**src/rtl/chess_pkg.sv**
```systemverilog
// Shared chess-board types and constants: square index, bitboard and count widths,
// plus the output-hold state encoding used by the stream packer.
package chess_pkg;

    localparam int SQ_BITS  = 6;
    localparam int BB_WIDTH = 2 ** SQ_BITS;
    localparam int CNT_W    = SQ_BITS + 1;

    typedef logic [SQ_BITS-1:0]  sq_t;
    typedef logic [BB_WIDTH-1:0] bb_t;
    typedef logic [CNT_W-1:0]    cnt_t;

    localparam sq_t SQ_A1 = sq_t'(0);
    localparam sq_t SQ_H8 = sq_t'(63);

    typedef enum logic {
        HOLD_EMPTY = 1'b0,
        HOLD_FULL  = 1'b1
    } pack_state_t;

endpackage

```
**src/rtl/sq_decode.sv**
```systemverilog
// Square index to one-hot bitboard decoder; purely combinational so the move
// generator can share it.
module sq_decode
    import chess_pkg::*;
(
    input  logic [SQ_BITS-1:0]  i_sq,
    output logic [BB_WIDTH-1:0] o_onehot
);

    assign o_onehot = bb_t'(1) << i_sq;

endmodule

```
**src/rtl/bitboard_pack.sv**
```systemverilog
// Stream-to-bitboard packer: ORs a valid/ready stream of squares into a bitboard per packet.
// Optional duplicate-square flag enabled by defining BITBOARD_PACK_DUP_CHECK_EN.
//
// state      | meaning
// HOLD_EMPTY | output register empty, out_valid low
// HOLD_FULL  | output register holds a completed packet, out_valid high
module bitboard_pack
    import chess_pkg::*;
(
    input  logic                clk,
    input  logic                rst_n,
    input  logic                in_valid,
    output logic                in_ready,
    input  logic [SQ_BITS-1:0]  in_sq,
    input  logic                in_null,
    input  logic                in_last,
    output logic                out_valid,
    input  logic                out_ready,
    output logic [BB_WIDTH-1:0] out_board,
    output logic [CNT_W-1:0]    out_count,
    output logic                out_dup
);

    pack_state_t r_state;
    pack_state_t w_state_nxt;

    bb_t  r_acc;
    cnt_t r_acc_cnt;
    bb_t  r_out_board;
    cnt_t r_out_count;

    bb_t  w_sq_onehot;
    bb_t  w_beat_bit;
    bb_t  w_acc_nxt;
    cnt_t w_cnt_nxt;
    logic w_new_bit;
    logic w_fire;

    sq_decode u_sq_decode (
        .i_sq     (in_sq),
        .o_onehot (w_sq_onehot)
    );

    assign w_fire     = in_valid && in_ready;
    assign w_beat_bit = in_null ? '0 : w_sq_onehot;
    assign w_new_bit  = |(w_beat_bit & ~r_acc);
    assign w_acc_nxt  = r_acc | w_beat_bit;
    assign w_cnt_nxt  = r_acc_cnt + {{(CNT_W-1){1'b0}}, w_new_bit};

    always_ff @(posedge clk or negedge rst_n) begin
        if (!rst_n) begin
            r_state <= HOLD_EMPTY;
        end else begin
            r_state <= w_state_nxt;
        end
    end

    always_comb begin
        w_state_nxt = r_state;
        case (r_state)
            HOLD_EMPTY: begin
                if (w_fire && in_last) begin
                    w_state_nxt = HOLD_FULL;
                end
            end
            HOLD_FULL: begin
                // a new last beat on the handshake edge refills the slot directly
                if (w_fire && in_last) begin
                    w_state_nxt = HOLD_FULL;
                end else if (out_ready) begin
                    w_state_nxt = HOLD_EMPTY;
                end
            end
            default: w_state_nxt = HOLD_EMPTY;
        endcase
    end

    always_comb begin
        out_valid = (r_state == HOLD_FULL);
        in_ready  = (r_state == HOLD_EMPTY) || out_ready;
    end

    always_ff @(posedge clk or negedge rst_n) begin
        if (!rst_n) begin
            r_acc       <= '0;
            r_acc_cnt   <= '0;
            r_out_board <= '0;
            r_out_count <= '0;
        end else if (w_fire) begin
            if (in_last) begin
                r_out_board <= w_acc_nxt;
                r_out_count <= w_cnt_nxt;
                r_acc       <= '0;
                r_acc_cnt   <= '0;
            end else begin
                r_acc     <= w_acc_nxt;
                r_acc_cnt <= w_cnt_nxt;
            end
        end
    end

    assign out_board = r_out_board;
    assign out_count = r_out_count;

`ifdef BITBOARD_PACK_DUP_CHECK_EN
    logic r_acc_dup;
    logic r_out_dup;
    logic w_dup_hit;

    assign w_dup_hit = !in_null && |(w_sq_onehot & r_acc);

    always_ff @(posedge clk or negedge rst_n) begin
        if (!rst_n) begin
            r_acc_dup <= 1'b0;
            r_out_dup <= 1'b0;
        end else if (w_fire) begin
            if (in_last) begin
                r_out_dup <= r_acc_dup | w_dup_hit;
                r_acc_dup <= 1'b0;
            end else begin
                r_acc_dup <= r_acc_dup | w_dup_hit;
            end
        end
    end

    assign out_dup = r_out_dup;
`else
    assign out_dup = 1'b0;
`endif

endmodule

```
**config.mk**
```make
export PLATFORM = sky130hd
export DESIGN_NAME = bitboard_pack
export DESIGN_NICKNAME = d
export VERILOG_FILES = /design/src/rtl/chess_pkg.sv /design/src/rtl/sq_decode.sv /design/src/rtl/bitboard_pack.sv
export SDC_FILE = /design/constraint.sdc
export NUM_CORES = 1
export LEC_CHECK = 0
export CAP_MARGIN = 40
export CORE_ASPECT_RATIO = 0.8
export CORE_UTILIZATION = 40
export DETAILED_ROUTE_END_ITERATION = 7
export SETUP_SLACK_MARGIN = 0.3
export SYNTH_ARGS = -nofsm -noshare
export SYNTH_HDL_FRONTEND = slang
export SYNTH_SLANG_ARGS = --single-unit
export TNS_END_PERCENT = 30
```
**constraint.sdc**
```tcl
create_clock -name clk -period 2.85 [get_ports clk]
set_input_delay 0.57 -clock clk [delete_from_list [all_inputs] [get_ports clk]]
set_output_delay 0.57 -clock clk [all_outputs]
set_load 0.01 [all_outputs]
```
==> results.yml <==
drt:
  drtAntennaViolNets: 0
  vias: 5755
  wirelength_um: 20500
  vias_per_cell: 5.34
  drc: 0
  wl_per_cell_um: 19.0
  drt_iter0_markers: 386
  firstDrtPassIters: 5
floorplanning:
  die_w_um: 144
  fp.dieArea_mm2: 0.0166
  core_area_mm2: 0.0157
  io_pins: 86
  num_rows: 41
  die_height_um: 115
  initial_core_util: 0.408
global_route:
  grt_pass1_wl_um: 32200
  grt_start_max_net_pins: 69
  grt_pass1_vias: 5602
  use_met1: 0.377
  grt.busiest_layer: "met2"
  globalRouteMet2Util: 0.398
  grt_use_met3: 0.0683
  grt_overflow: 0
  antenna_found_initial: 0
  track_usage: 0.265
logic_synthesis:
  synthXorXnorAreaFrac: 0.00545
  synthMostInstantiatedCell: "a21oi_1"
  syn-num-nets: 711
  netlist_instances: 697
  synthAdderAreaFrac: 0.00389
  synth_cell_types: 54
  synth_compound_area_frac: 0.204
  yosysTopAreaCell: "dfrtp_1"
  yosysWarningCount: 0
  synth_top_family_by_area: "compound AO/OA/AOI/OAI gates"
  avgSynthCellArea_um2: 9.22
  ys_top_cells_by_count: "189 x a21oi_1, 147 x nor2_1, 143 x dfrtp_1"
  synthSimpleGateAreaFrac: 0.175
  syn_area_mm2: 0.00643
  synth_flop_cell: "dfrtp_1"
  synth_edf_count: 0
  ys_ff_latch: 143
  synth_top_area_frac: 0.557
  ys_async_sr_fraction: 1.00
  synthTopCellsByArea: "dfrtp_1 56%, a21oi_1 15%, nor2_1 8.6%"
  ys_seq_area_frac: 0.557
  synth.area.mux_share: 0.00973
clock_network:
  path_clk_slew_ns: 0.06
  clk_latency_ns: 0.44
  numCtsBuffers: 17
  ctsHoldBuffers: 0
  cts_max_level: 4
  cts_root_buf: "clkbuf_16"
  clock-sinks: 143
  cts_max_path_buffers: 2
  cts_tree: "yes"
critical_path:
  worst-setup-path-type: "in -> reg"
  start_kind: "primary input"
  cp_max_fo: 5
  path_cells: "buf_2 -> buf_2 -> buf_4 -> nand4b_1 -> o311ai_2 -> o31a_1 -> a211oi_2 -> nand3_1 -> ha_2 -> ha_4 -> and3_4 -> and3_4 -> xnor2_2 -> a21oi_1"
  max_stage_delay_ns: 0.33
  crit_required_ns: 3.21
  rrSetupSlack_ns: 0.33
  cp-end-kind: "flip-flop"
  cp_slowest_cell: "o31a_1"
  arrival_ns: 2.98
flow_run:
  max_cap_viol_count: 0
sta:
  finalCritPeriodShare: 0.918
  fmax_ghz: 0.382
  hold_viol_final: 0
  fin_skew_ns: 0.0114
  fin_crit_ns: 2.62
  setup_tns_ns: 0
  rsz0062_at_grt: "true"
  finalSetupViolations: 0
  finalMaxSlewViolations: 0
cells_and_area:
  layout.nets: 863
  fillers: 1435
  area_delta_synth_final_pct: 37.9
  antennaDiodeCount: 0
  layout-drive-gt1-share: 0.206
power_and_ir_drop:
  ir_worst_vdd_uv: 447
  p_total_mw: 5.56
  leakagePower_nw: 3.89
  power_per_cell_area_mw_per_mm2: 628
place:
  io_buffers: 84
  post-dp-hpwl_um: 14800
  gp_congestion: 0.879
run_status:
  status: "complete, no violations"
hold_path:
  hold_path_class: "in -> async"
## stage by stage
stage               hold slack (ns)  utilization  cell area [um2]  worst slack, ns  instances
floorplan                     0.274            -             6470            0.200        697
CTS                          0.0835        0.559             8800            0.207       1076
global route                 0.0956        0.563             8860            0.116       1077
detailed placement            0.484        0.515             8110           -0.633       1039
finish                       0.0633        0.563             8860            0.234       1077
global placement              0.471        0.515             8110           -0.647       1039
## path summary, 6_finish.rpt
check	startpoint	end	cells after the start
setup / recovery	in_sq[3]	out_count[6]$_DFFE_PN0P_	14
hold reg to reg	out_count[1]$_DFFE_PN0P_	out_count[1]$_DFFE_PN0P_	2
hold / removal	rst_n	out_board[23]$_DFFE_PN0P_	1
setup reg to reg	r_acc[58]$_DFFE_PN0P_	out_count[6]$_DFFE_PN0P_	12
min in group clk	out_count[1]$_DFFE_PN0P_	out_count[1]$_DFFE_PN0P_	2
max in group asynchronous	rst_n	r_acc[55]$_DFFE_PN0P_	2
## layout make-up
class / count / area (um2) / area share
clock buffers: 18 / 429 / 0.0484
clock inverters: 14 / 155 / 0.0175
inverters: 1 / 3.75 / 0.000424
multi-input cells: 500 / 2720 / 0.306
flip-flops and latches: 143 / 3580 / 0.404
well taps: 215 / 269 / 0.0304
repair buffers: 186 / 1710 / 0.193
## registers in the layout, summed over array words and instances, names as in the netlist
signal,cells
out_board,64
out_count,7
out_valid,1
r_acc,64
r_acc_cnt,7
## worst max-delay path: cells and delay by family
family / cells / cell delay (ns)
AOI/OAI and AO/OA: 4 / 0.81
xor gates and xnor gates: 1 / 0.12
adders and majority gates: 2 / 0.39
buffers and inverters: 3 / 0.48
and+or+nand+nor: 4 / 0.58
## timing repair
item                                   in CTS  in global routing
pin swaps                                  13                 16
gates resized for setup                    45                 18
gates cloned                                2                  0
setup endpoints to repair                  13                 10
buffers inserted                            3                  1
endpoints found under the hold margin       0                  0
## power by group
group          total [mW]  switching (mW)  internal (mW)
clock network        2.21           0.910           1.30
logic                1.02           0.495          0.528
registers            2.33           0.114           2.22
## layer usage
layer	vias up	wire, um
met5	-	0
met4	0	421
met3	34	1120
met2	181	9110
met1	2797	9860
li1	2743	-
## cells in the final DEF, fill, tap and decap left out, types with 5 or more instances in the layout
cell type and n:
dfrtp_1 143, nand2b_1 6, a21oi_1 189, clkinvlp_4 5, nand3b_1 8, buf_6 10, clkbuf_16 17, nor3_1 5
o21ai_0 10, buf_4 85, o22a_1 5, clkdlybuf4s50_1 76, nor2_2 9, nor2_1 142, inv_6 5, nand2_1 36
buf_12 6
## cell families after synthesis
| logic type | Yosys count |
|---|---|
| XOR/XNOR | 4 |
| AO/OA/AOI/OAI | 237 |
| buffers and inverters | 54 |
| AND/OR/NAND/NOR | 251 |
| multiplexers | 5 |
| flip-flops | 143 |
| other | 1 |
| adder cells (fa/ha/maj) | 2 |
Power figures use the tool's default switching activity.
